===== config.mk =====
export PLATFORM = sky130hd
export DESIGN_NAME = ascon_ad_block_loader_flat
export DESIGN_NICKNAME = d
export VERILOG_FILES = /design/src/rtl/ascon_ad_block_loader_pkg.sv /design/src/rtl/ascon_ad_block_loader_if.sv /design/src/rtl/ascon_ad_block_loader_lane_insert.sv /design/src/rtl/ascon_ad_block_loader.sv /design/src/flat_wrapper.sv
export SDC_FILE = /design/constraint.sdc
export NUM_CORES = 1
export LEC_CHECK = 0
export ABC_CLOCK_PERIOD_IN_PS = 8300
export BUFFER_PORTS_ARGS = -buffer_cell sky130_fd_sc_hd__buf_2
export CAP_MARGIN = 5
export CORE_ASPECT_RATIO = 1.4
export CORE_MARGIN = 2
export CORE_UTILIZATION = 61
export CTS_BUF_LIST = sky130_fd_sc_hd__clkbuf_16
export DETAILED_ROUTE_END_ITERATION = 10
export PLACE_DENSITY_LB_ADDON = 0.15
export SLEW_MARGIN = 20
export SYNTH_ARGS = -nofsm -noshare
export SYNTH_HDL_FRONTEND = slang
export SYNTH_SLANG_ARGS = --single-unit

===== constraint.sdc =====
create_clock -name clk -period 8.3 [get_ports clk]
set_input_delay 1.66 -clock clk [delete_from_list [all_inputs] [get_ports clk]]
set_output_delay 1.66 -clock clk [all_outputs]
set_load 0.02 [all_outputs]

===== src/rtl/ascon_ad_block_loader_pkg.sv =====
`default_nettype none
// ============================================================================
// Package     : ascon_pkg
// Description : Shared types and constants for the Ascon associated-data
//               block loader: FSM state encoding, rate sizes, pad byte and
//               a helper that maps sel_type to the block rate in bytes.
// Revision    : 1.0  initial release
// ============================================================================
package ascon_pkg;

  typedef enum logic [2:0] {
    IDLE = 3'd0,
    FILL = 3'd1,
    EMIT = 3'd2,
    PAD  = 3'd3,
    DONE = 3'd4
  } state_t;

  localparam logic [4:0] RATE_128A = 5'd16;
  localparam logic [4:0] RATE_128  = 5'd8;
  localparam logic [7:0] PAD_BYTE  = 8'h01;

  // Only sel_type == 1 selects the 16-byte rate; every other code is 8 bytes.
  function automatic logic [4:0] rate_of(input logic [1:0] sel);
    return (sel == 2'd1) ? RATE_128A : RATE_128;
  endfunction

endpackage
`default_nettype wire


===== src/rtl/ascon_ad_block_loader_if.sv =====
`default_nettype none
// ============================================================================
// Interface   : ascon_ad_block_loader_if
// Description : Word-stream input and block-stream output of the AD loader.
//   in_data/in_bytes/in_last/in_valid : word stream into the loader
//   in_ready                          : loader accepts a word
//   blk_data/blk_position/blk_length/blk_last/blk_valid : block stream out
//   blk_ready                         : downstream accepts a block
//   modport master : stream producer / block consumer (testbench, upstream)
//   modport slave  : the loader itself
// Revision    : 1.0  initial release
// ============================================================================
interface ascon_ad_block_loader_if #(
  parameter int LEN_W = 33
);
  logic [31:0]      in_data;
  logic [2:0]       in_bytes;
  logic             in_last;
  logic             in_valid;
  logic             in_ready;
  logic [127:0]     blk_data;
  logic [LEN_W-1:0] blk_position;
  logic [LEN_W-1:0] blk_length;
  logic             blk_last;
  logic             blk_valid;
  logic             blk_ready;

  modport master (
    output in_data, in_bytes, in_last, in_valid, blk_ready,
    input  in_ready, blk_data, blk_position, blk_length, blk_last, blk_valid
  );

  modport slave (
    input  in_data, in_bytes, in_last, in_valid, blk_ready,
    output in_ready, blk_data, blk_position, blk_length, blk_last, blk_valid
  );
endinterface
`default_nettype wire


===== src/rtl/ascon_ad_block_loader_lane_insert.sv =====
`default_nettype none
// ============================================================================
// Module      : ascon_byte_lane_insert
// Description : Combinational. Writes the first nbytes bytes of word into a
//               128-bit block starting at byte offset. Block byte b lives in
//               lane b/8 (lane 0 = [127:64], lane 1 = [63:0]) at bits
//               [8*(b%8)+7 : 8*(b%8)] within the lane. Bytes that would land
//               beyond byte 15 are dropped.
//   blk_in  in  128  block before insertion
//   word    in  32   source bytes, byte k at [8k+7:8k]
//   nbytes  in  3    number of bytes to write (0..4)
//   offset  in  5    first destination byte index
//   blk_out out 128  block after insertion
// Revision    : 1.0  initial release
// ============================================================================
module ascon_byte_lane_insert (
  input  wire logic [127:0] blk_in,
  input  wire logic [31:0]  word,
  input  wire logic [2:0]   nbytes,
  input  wire logic [4:0]   offset,
  output logic      [127:0] blk_out
);
  for (genvar b = 0; b < 16; b++) begin : g_byte
    localparam int BASE = (b < 8) ? (64 + 8 * b) : (8 * (b - 8));
    logic [4:0] rel;
    logic       hit;
    // rel wraps when b < offset; the offset compare rejects that case.
    assign rel     = 5'(b) - offset;
    assign hit     = (offset <= 5'(b)) && (rel < {2'b00, nbytes});
    assign blk_out[BASE +: 8] = hit ? word[{rel[1:0], 3'b000} +: 8]
                                    : blk_in[BASE +: 8];
  end
endmodule
`default_nettype wire


===== src/rtl/ascon_ad_block_loader.sv =====
`default_nettype none
// ============================================================================
// Module      : ascon_ad_block_loader
// Description : Packs a 32-bit little-endian AD byte stream into Ascon
//               rate-sized blocks (16 bytes for sel_type==1, else 8),
//               applies 0x01 padding and emits each block with its byte
//               position and the total AD length.
//   clk, rst   : clock, synchronous active-high reset
//   start      : latch ad_length/sel_type when idle
//   sel_type   : rate select
//   ad_length  : total AD bytes
//   bus        : ascon_ad_block_loader_if.slave (word in / block out)
//   done       : one-cycle pulse at end of message
//   err        : sticky protocol error
// Configuration: define ASCON_AD_CHECK_EN to enable in_bytes/in_last
//               checking on err; otherwise err is tied low and the byte
//               count of every word comes from ad_length alone.
// Revision    : 1.0  initial release
// ============================================================================
module ascon_ad_block_loader
  import ascon_pkg::*;
#(
  parameter int LEN_W = 33
) (
  input  wire logic             clk,
  input  wire logic             rst,
  input  wire logic             start,
  input  wire logic [1:0]       sel_type,
  input  wire logic [LEN_W-1:0] ad_length,
  ascon_ad_block_loader_if.slave bus,
  output logic                  done,
  output logic                  err
);
  localparam logic [127:0] PAD_BLOCK = {56'h0, PAD_BYTE, 64'h0};

  state_t           state, state_next;
  logic [4:0]       cnt, rate, cnt_after;
  logic [LEN_W-1:0] remaining, position, length, rem_after;
  logic [127:0]     block, data_ins, pad_ins;
  logic             last;
  logic [2:0]       take;
  logic             exhaust, pad_here;
  logic             in_ready_c, blk_valid_c, done_c;

  // Byte count of the current word always follows the remaining length.
  assign take      = (remaining >= LEN_W'(4)) ? 3'd4 : remaining[2:0];
  assign cnt_after = cnt + {2'b00, take};
  assign rem_after = remaining - LEN_W'(take);
  assign exhaust   = (rem_after == '0);
  // Partial final block: the pad byte goes right after the last data byte.
  assign pad_here  = exhaust && (cnt_after < rate);

  ascon_byte_lane_insert u_data_insert (
    .blk_in (block),
    .word   (bus.in_data),
    .nbytes (take),
    .offset (cnt),
    .blk_out(data_ins)
  );

  ascon_byte_lane_insert u_pad_insert (
    .blk_in (data_ins),
    .word   ({24'h0, PAD_BYTE}),
    .nbytes (3'd1),
    .offset (cnt_after),
    .blk_out(pad_ins)
  );

  always_ff @(posedge clk) begin
    if (rst) state <= IDLE;
    else     state <= state_next;
  end

  always_comb begin
    state_next  = state;
    in_ready_c  = 1'b0;
    blk_valid_c = 1'b0;
    done_c      = 1'b0;
    case (state)
      IDLE: if (start) state_next = (ad_length == '0) ? DONE : FILL;
      FILL: begin
        in_ready_c = 1'b1;
        if (bus.in_valid && (exhaust || cnt_after == rate)) state_next = EMIT;
      end
      EMIT: begin
        blk_valid_c = 1'b1;
        if (bus.blk_ready) begin
          if (last)                 state_next = DONE;
          else if (remaining == '0) state_next = PAD;   // length % R == 0
          else                      state_next = FILL;
        end
      end
      PAD:     state_next = EMIT;
      DONE: begin
        done_c     = 1'b1;
        state_next = IDLE;
      end
      default: state_next = IDLE;
    endcase
  end

  always_ff @(posedge clk) begin
    if (rst) begin
      cnt       <= '0;
      rate      <= '0;
      remaining <= '0;
      position  <= '0;
      length    <= '0;
      block     <= '0;
      last      <= 1'b0;
    end else begin
      case (state)
        IDLE: if (start) begin
          length    <= ad_length;
          remaining <= ad_length;
          rate      <= rate_of(sel_type);
          position  <= '0;
          cnt       <= '0;
          block     <= '0;
          last      <= 1'b0;
        end
        FILL: if (bus.in_valid) begin
          block     <= pad_here ? pad_ins : data_ins;
          cnt       <= cnt_after;
          remaining <= rem_after;
          if (pad_here) last <= 1'b1;
        end
        EMIT: if (bus.blk_ready && !last && remaining != '0) begin
          position <= position + LEN_W'(rate);
          cnt      <= '0;
          block    <= '0;
        end
        PAD: begin
          block    <= PAD_BLOCK;
          position <= position + LEN_W'(rate);
          last     <= 1'b1;
        end
        default: ;
      endcase
    end
  end

`ifdef ASCON_AD_CHECK_EN
  logic bad_word;
  logic err_q;

  always_comb begin
    bad_word = 1'b0;
    if (bus.in_bytes == 3'd0 || bus.in_bytes > 3'd4)           bad_word = 1'b1;
    if (bus.in_bytes != take)                                  bad_word = 1'b1;
    if (bus.in_last && remaining != LEN_W'(bus.in_bytes))      bad_word = 1'b1;
    if (!bus.in_last && exhaust)                               bad_word = 1'b1;
  end

  always_ff @(posedge clk) begin
    if (rst)                                       err_q <= 1'b0;
    else if (state == IDLE && start)               err_q <= 1'b0;
    else if (state == FILL && bus.in_valid && bad_word) err_q <= 1'b1;
  end

  assign err = err_q;
`else
  logic unused_ok;
  assign unused_ok = ^{bus.in_bytes, bus.in_last};
  assign err       = 1'b0;
`endif

  assign bus.in_ready     = in_ready_c;
  assign bus.blk_valid    = blk_valid_c;
  assign bus.blk_data     = block;
  assign bus.blk_position = position;
  assign bus.blk_length   = length;
  assign bus.blk_last     = last;
  assign done             = done_c;

endmodule
`default_nettype wire


===== src/flat_wrapper.sv =====
// flat-port wrapper written by rule: the top's interface ports become plain ports
module ascon_ad_block_loader_flat import ascon_pkg::*;
#(
  parameter int LEN_W = 33
)
  (clk, rst, start, sel_type, ad_length, done, err, bus_in_data, bus_in_bytes, bus_in_last, bus_in_valid, bus_blk_ready, bus_in_ready, bus_blk_data, bus_blk_position, bus_blk_length, bus_blk_last, bus_blk_valid);
  ascon_ad_block_loader_if #(.LEN_W(LEN_W)) bus_i ();
  input  wire logic clk;
  input  wire logic rst;
  input  wire logic start;
  input  wire logic [1:0] sel_type;
  input  wire logic [LEN_W-1:0] ad_length;
  output logic done;
  output logic err;
  input wire logic [$bits(bus_i.in_data)-1:0] bus_in_data;
  input wire logic [$bits(bus_i.in_bytes)-1:0] bus_in_bytes;
  input wire logic [$bits(bus_i.in_last)-1:0] bus_in_last;
  input wire logic [$bits(bus_i.in_valid)-1:0] bus_in_valid;
  input wire logic [$bits(bus_i.blk_ready)-1:0] bus_blk_ready;
  output wire logic [$bits(bus_i.in_ready)-1:0] bus_in_ready;
  output wire logic [$bits(bus_i.blk_data)-1:0] bus_blk_data;
  output wire logic [$bits(bus_i.blk_position)-1:0] bus_blk_position;
  output wire logic [$bits(bus_i.blk_length)-1:0] bus_blk_length;
  output wire logic [$bits(bus_i.blk_last)-1:0] bus_blk_last;
  output wire logic [$bits(bus_i.blk_valid)-1:0] bus_blk_valid;
  assign bus_i.in_data = bus_in_data;
  assign bus_i.in_bytes = bus_in_bytes;
  assign bus_i.in_last = bus_in_last;
  assign bus_i.in_valid = bus_in_valid;
  assign bus_i.blk_ready = bus_blk_ready;
  assign bus_in_ready = bus_i.in_ready;
  assign bus_blk_data = bus_i.blk_data;
  assign bus_blk_position = bus_i.blk_position;
  assign bus_blk_length = bus_i.blk_length;
  assign bus_blk_last = bus_i.blk_last;
  assign bus_blk_valid = bus_i.blk_valid;
  ascon_ad_block_loader #(.LEN_W(LEN_W)) u_core (.clk(clk), .rst(rst), .start(start), .sel_type(sel_type), .ad_length(ad_length), .bus(bus_i), .done(done), .err(err));
endmodule

==> results of run 1 <==
-- Yosys cell counts (23+ instances only) --
cell / count / share of area [%]
nand2_1: 373 / 9.9
dfxtp_1: 235 / 33
a21oi_1: 155 / 5.5
nor2_1: 118 / 3.1
clkbuf_1: 95 / 2.5
o21ai_0: 88 / 3.1
and3_1: 65 / 2.9
nand4_1: 61 / 2.7
ha_1: 46 / 4.1
inv_1: 46 / 1.2
a31oi_1: 42 / 1.9
nor3_1: 41 / 1.5
a211o_1: 40 / 2.5
nand3_1: 40 / 1.4
mux4_2: 32 / 5.1
xor2_1: 26 / 1.6
nor4_1: 23 / 1.0
-- stage by stage --
| step | power, mW | util (%) | std cells |
|---|---|---|---|
| final | 4.316 | 71.76 | 2314 |
| after global routing | 4.529 | 71.76 | 2314 |
| after CTS | 4.265 | 71.75 | 2314 |
| after detailed placement | 3.191 | 68.34 | 2273 |
| after global placement | 3.165 | 68.34 | 2273 |
| after floorplan | 2.670 | - | 1815 |
-- metal layers --
metal,up-vias,track usage [%]
li1,6931,-
met1,7036,41.89
met2,806,62.32
met3,160,5.514
met4,0,17.51
met5,-,0
-- layout by cell type, fill, tap and decap left out, drive strengths merged, types with 5 or more instances in the layout --
cell,count
nand2,373
buf,285
dfxtp,235
a21oi,155
nor2,118
o21ai,90
nand4,69
and3,65
inv,51
ha,46
a31oi,42
nor3,42
nand3,40
a211o,40
mux4,32
xor2,26
clkbuf,25
nor4,23
and4,21
or3,21
xnor2,16
a32oi,16
a21o,14
mux2i,11
and2,11
or4,10
a211oi,10
o211ai,10
clkinv,10
nor2b,7
or2,7
a32o,7
o41ai,7
o31ai,6
o2111ai,5
nand3b,5
mux2,5
nand2b,5
conb,5
-- sequential cells by signal, summed over array words and instances (netlist names) --
signal	count
u_core.bus.blk_data	128
u_core.bus.blk_position	30
u_core.remaining	33
u_core.bus.blk_length	33
u_core.rate	2
u_core.state	3
u_core.cnt	5
u_core.bus.blk_last	1
-- layout make-up --
cell class                      count  area (um2)  share of cell area (%)
Clock buffer                       25       625.6                   3.856
Timing Repair Buffer              285        1476                   9.100
Tap cell                          301       376.6                   2.321
Clock inverter                     16       145.1                  0.8946
Multi-Input combinational cell   1403        8711                   53.69
Sequential cell                   235        4706                   29.00
Inverter                           49       183.9                   1.134
-- cell families (layout without fill, tap and decap cells) --
family                   count (synthesis)  after routing  synth area share, %
AND/OR/NAND/NOR                        823            823                28.31
AO/OA/AOI/OAI                          437            437                19.87
flip-flops                             235            235                33.34
buffers and inverters                  177            375                5.196
adder cells (fa/ha/maj)                 48             48                4.362
multiplexers                            48             48                6.287
XOR/XNOR                                42             42                2.607
other                                    1              5              0.02657
-- power breakdown --
part	internal, mW	leakage, nW	switching (mW)
sequential	1.24	1.91	0.130
combinational	0.529	4.39	1.33
clock	0.633	0.389	0.454
-- critical path: cells and delay by family, from the launching register on --
kind            cells  cell delay [ns]
xor+xnor            1             0.11
buf+inv             5             0.86
flops               1             0.38
simple gates        9             3.48
compound gates      4             0.82
fa+ha+maj           2             0.52
-- worst max-delay path by stage --
stage	cells after the start	startpoint	to	slack [ns]
floorplan	19	u_core.remaining[25]	u_core.bus.blk_data[65]	3.27
global placement	21	u_core.remaining[3]	u_core.bus.blk_data[70]	2.35
detailed placement	21	u_core.remaining[3]	u_core.bus.blk_data[8]	2.21
CTS	21	u_core.remaining[3]	u_core.bus.blk_data[11]	2.13
global route	21	u_core.remaining[3]	u_core.bus.blk_data[11]	1.47
finish	21	u_core.remaining[3]	u_core.bus.blk_data[11]	1.93
==> flow_summary.json, run 1 <==
{
  "die_x_um": 132.5,
  "die-area_um2": 24380,
  "wl_met2_mm": 21.96,
  "reg2regPathDepth": 21,
  "r2r_start": "u_core.remaining[3]",
  "synth_cell_types": 76,
  "min_path_type": "flip-flop to flip-flop",
  "whs_endpoint": "u_core.bus.blk_length[5]",
  "cts_hold_buf": 0,
  "yosys_warnings": 0,
  "cts_tree": "yes",
  "maxCapViolCount": 0,
  "rows": 65,
  "totalWireLength_mm": 45.12,
  "drt-met1-wl_mm": 16.90,
  "firstDrtPassIters": 8,
  "grt.total_usage_pct": 35.40,
  "setup.worst_path.start_class": "flip-flop",
  "rrSetupSlack_ns": 1.93,
  "overflow": 0,
  "vias": 14930,
  "initial_utilization_pct": 62.41,
  "synth_edf_count": 0,
  "ys.flop_type": "dfxtp_1",
  "setup_tns_ns": 0,
  "io_pins": 275,
  "clock_path_buffers": 3,
  "finClkSkew_ns": 0.008484,
  "worstPathRequired_ns": 8.65,
  "nets": 2122,
  "setup_viol": 0,
  "antenna_found_initial": 0,
  "netlist_area_um2": 14110,
  "syn2layout_area_growth_pct": 14.98,
  "routed-wl-met3_mm": 3.791,
  "min_path_cells": 2,
  "slew_violations": 0,
  "final_layout_size_suffix_gt1_share_pct": 18.98,
  "avgSynthCellArea_um2": 7.792,
  "clkLatencyLatePin_ns": 0.52,
  "crit_path_end_kind": "flip-flop",
  "ys_seq_elements": 235,
  "cts_root_buffer": "clkbuf_16",
  "final.setup.worst_slack_ns": 1.932,
  "placed_cell_area_um2": 15450,
  "hold_slack_ns": 0.4506,
  "dp_hpwl_mm": 32.34,
  "fp.dieH_um": 184.0,
  "status": "finished, final reports clean",
  "async_flop_share_pct": 0,
  "ir_worst_vdd_uv": 216.5,
  "reg2reg_to": "u_core.bus.blk_data[11]",
  "max_stage_delay_ns": 0.70,
  "worstHoldStart": "u_core.bus.blk_length[5]",
  "wl_per_cell_um": 19.50,
  "grt_max_degree": 106,
  "postRouteAntennaNets": 0,
  "postCtsSetupBuffers": 0,
  "cts_buffers": 24,
  "fin_area_um2": 16220,
  "p_per_area_nw_per_um2": 266.0,
  "drt-initial-drc-count": 1430,
  "post-route-period-util_pct": 76.72,
  "p_leak_nw": 6.687,
  "clk_pin_slew_worst_paths_ns": 0.06,
  "grt_first_pass_wirelength_mm": 71.07,
  "io_buffers": 266,
  "n_fill_cell": 1887,
  "avgViaCountPerCell": 6.453,
  "maxSlewHeadroom_pct": 25.93,
  "top_layer": "met4",
  "synthCells": 1811,
  "gp_congestion": 0.9751,
  "crit_type": "flip-flop to flip-flop",
  "place_ws_ns": 2.207,
  "hold_violations": 0,
  "rsz0062_at_grt": "no",
  "cts_num_sinks": 235,
  "post-route-min-period_ns": 6.368,
  "synth_seq_area_share_pct": 33.34,
  "diodes": 0,
  "cp_cell_sequence": "or4_1 -> nor3_2 -> nand4_2 -> inv_2 -> nand2_1 -> ha_1 -> a21o_1 -> a21oi_1 -> xnor2_1 -> buf_4 -> clkinv_1 -> buf_4 -> ha_1 -> inv_1 -> a21oi_1 -> nand2_1 -> or4_1 -> nor2_1 -> nand4_1 -> nand4_1 -> a31oi_1",
  "htreeDepth": 1,
  "critPathMaxFanout": 16,
  "drc": 0,
  "fp.coreArea_um2": 22610,
  "worstMarginPinSlew_ns": 1.111,
  "cts_resized": 0,
  "grt_pass1_vias": 13730,
  "fmax_mhz": 157.0,
  "arrival_ns": 6.72,
  "critPathSlowestCell": "or4_1"
}
Power figures use the tool's default switching activity.
==> run 2: changes to the inputs <==
Settings changed: ABC_AREA set to 1, ABC_CLOCK_PERIOD_IN_PS 8300 to 5400, CORE_UTILIZATION 61 to 51.
Clock period 8.3 ns to 5.4 ns, I/O delays scaled along.
==> run 2 against run 1 <==
Core utilization decreased by 11 points. Final area rose by 5.4%. Non-clock buffer count is 14 higher. Critical path depth grew 2. First-iteration DRC count shrank 26%. Critical path type unchanged. Final cell count up 27%.
==> flow_summary.json, run 2 <==
{
  "overflow": 0,
  "n_fill_cell": 2779,
  "crit_path_end_kind": "flip-flop",
  "ys.flop_type": "dfxtp_1",
  "netlist_area_um2": 14670,
  "clock_path_buffers": 3,
  "avgViaCountPerCell": 5.507,
  "cts_root_buffer": "clkbuf_16",
  "clk_pin_slew_worst_paths_ns": 0.06,
  "synth_xor_area_share_pct": 1.075,
  "io_pins": 275,
  "rows": 73,
  "totalWireLength_mm": 50.16,
  "final_common_cell": "nand2_1",
  "ys_top_cells_by_count": "688 x nand2_1, 268 x inv_1, 235 x dfxtp_1",
  "diodes": 0,
  "yosys.area.top_type_share_pct": 32.07,
  "cp_cell_sequence": "nor2_2 -> nand2_1 -> inv_1 -> nand2_2 -> nor2_4 -> nand2_4 -> nor2_1 -> ha_1 -> fa_1 -> inv_1 -> ha_1 -> inv_1 -> xor2_1 -> nor3_1 -> inv_1 -> nor3_1 -> o21ai_0 -> inv_1 -> nand3_1 -> nand2_1 -> nand3_1 -> nand2_1 -> a21oi_1",
  "io_buffers": 266,
  "final_util_pct": 60.39,
  "critPathSlowestCell": "fa_1",
  "fin_area_um2": 17100,
  "maxSlewHeadroom_pct": 21.36,
  "placed_cell_area_um2": 16340,
  "synth_cell_types": 56,
  "cts_buffers": 24,
  "synthMuxAreaShare_pct": 1.970,
  "avgSynthCellArea_um2": 6.291,
  "drc": 0,
  "cpMostUsedCell": "inv_1",
  "cts_hold_buf": 0,
  "cts_tree": "yes",
  "synth_fa_ha_area_share_pct": 4.196,
  "synth-simple-area-share_pct": 31.37,
  "nets": 2680,
  "initial_utilization_pct": 51.81,
  "fmax_mhz": 222.6,
  "yosys_warnings": 0,
  "synth_top_family_by_area": "simple AND/OR/NAND/NOR gates",
  "wl_per_cell_um": 17.01,
  "crit_type": "flip-flop to flip-flop",
  "power_mw": 9.728,
  "setup_tns_ns": 0,
  "dp_hpwl_mm": 37.47,
  "antenna_found_initial": 0,
  "status": "finished, final reports clean",
  "worstPathRequired_ns": 5.80,
  "timing.critical_path.buf_inv": 5,
  "fp.dieH_um": 204.7,
  "finClkSkew_ns": 0.02175,
  "firstDrtPassIters": 6,
  "ys_seq_elements": 235,
  "htreeDepth": 1,
  "rsz0062_at_grt": "no",
  "grt_pass1_vias": 15170,
  "synth_seq_area_share_pct": 32.07,
  "worstMarginPinSlew_ns": 1.167,
  "gp_congestion": 0.9920,
  "fp.coreArea_um2": 28310,
  "arrival_ns": 4.89,
  "post-route-min-period_ns": 4.493,
  "synth.most_common_cell": "nand2_1",
  "ir_worst_vdd_uv": 381.5,
  "r2r_start": "u_core.remaining[13]",
  "p_leak_nw": 8.326,
  "final_layout_size_suffix_gt1_share_pct": 15.58,
  "syn2layout_area_growth_pct": 16.56,
  "die_x_um": 147.3,
  "yosysTopAreaCell": "dfxtp_1",
  "synth_compound_area_share_pct": 18.82,
  "die-area_um2": 30160,
  "grt.total_usage_pct": 32.11,
  "ys_top_cells_by_area": "dfxtp_1 32%, nand2_1 18%, a21oi_1 7.7%",
  "hold_violations": 0,
  "worstHoldStart": "u_core.bus.blk_length[14]",
  "p_per_area_nw_per_um2": 568.9,
  "post-route-period-util_pct": 83.20,
  "layout_common_cells": "687 x nand2_1, 267 x inv_1, 265 x buf_2, 235 x dfxtp_1, 226 x a21oi_1",
  "grt_first_pass_wirelength_mm": 78.60,
  "crit_family": "simple AND/OR/NAND/NOR gates",
  "grt_max_degree": 91,
  "drt-initial-drc-count": 1058,
  "postCtsSetupBuffers": 0,
  "max_stage_delay_ns": 0.58,
  "setup_viol": 0,
  "critPathMaxFanout": 10,
  "vias": 16240,
  "cts_resized": 0,
  "postRouteAntennaNets": 0,
  "min_path_type": "flip-flop to flip-flop",
  "maxCapViolCount": 0,
  "clkLatencyLatePin_ns": 0.55,
  "cts_num_sinks": 235,
  "synth_edf_count": 0,
  "startpoint": "u_core.remaining[13]",
  "setup.worst_path.start_class": "flip-flop",
  "synthCells": 2332,
  "largest_register_ffs": 128,
  "slew_violations": 0,
  "async_flop_share_pct": 0
}
-- run 2: cell types whose count changed in the layout (fill, tap and decap cells not counted), sizes merged, moves of 27 or more --
cell,change
a211o,-39
a21oi,+72
and3,-62
inv,+231
mux4,-32
nand2,+328
nand3,+59
nand4,-27
nor2,+85
o21ai,+95
-- run 2: kinds of logic after synthesis --
family / after synthesis
flops: 235
xor+xnor: 18
simple gates: 1104
other cells: 1
mux: 28
fa+ha+maj: 48
compound gates: 505
buf+inv: 393
-- run 2: metal layers --
| metal | vias to the layer above | global-route usage (%) | share of wire [%] |
|---|---|---|---|
| li1 | 8040 | - | - |
| met1 | 7474 | 37.47 | 39 |
| met2 | 610 | 58.39 | 50 |
| met3 | 117 | 4.009 | 6.3 |
| met4 | 0 | 14.70 | 4.5 |
| met5 | - | 0 | 0 |
-- run 2: final cells by class --
class | count | area, um2 | share of cell area [%]
Sequential cell | 235 | 4705 | 27.51
Tap cell | 375 | 469.2 | 2.744
Clock inverter | 20 | 161.4 | 0.9439
Multi-Input combinational cell | 1708 | 8493 | 49.67
Inverter | 288 | 1086 | 6.351
Clock buffer | 24 | 600.6 | 3.512
Timing Repair Buffer | 299 | 1585 | 9.270
-- run 2: worst min-delay path: stages (launching register included) --
cell and delay [ns]:
dfxtp_1 0.31, nand2_1 0.06, a21oi_1 0.05
-- run 2: path summary, 6_finish.rpt --
path | to | slack (ns) | depth (start not counted)
worst max-delay path | u_core.bus.blk_data[64] | 0.91 | 23
worst min-delay path | u_core.bus.blk_length[14] | 0.47 | 2
worst max register to register | u_core.bus.blk_data[64] | 0.91 | 23
worst min register to register | u_core.bus.blk_length[14] | 0.47 | 2
-- run 2: per-stage QoR --
| stage | setup WS [ns] | cells | hold slack, ns |
|---|---|---|---|
| 2_1_floorplan | 1.455 | 2336 | 0.4621 |
| 3_3_place_gp | 0.9939 | 2905 | 0.4457 |
| 3_5_place_dp | 0.9322 | 2905 | 0.4506 |
| 4_1_cts | 0.8909 | 2949 | 0.4644 |
| 5_1_grt | 0.5169 | 2949 | 0.4804 |
| 6_report | 0.9073 | 2949 | 0.4656 |
-- run 2: where the power goes --
part	switching (mW)	total [mW]	internal (mW)
registers	0.219	2.20	1.98
clock network	0.750	1.66	0.912
logic	4.18	5.86	1.68
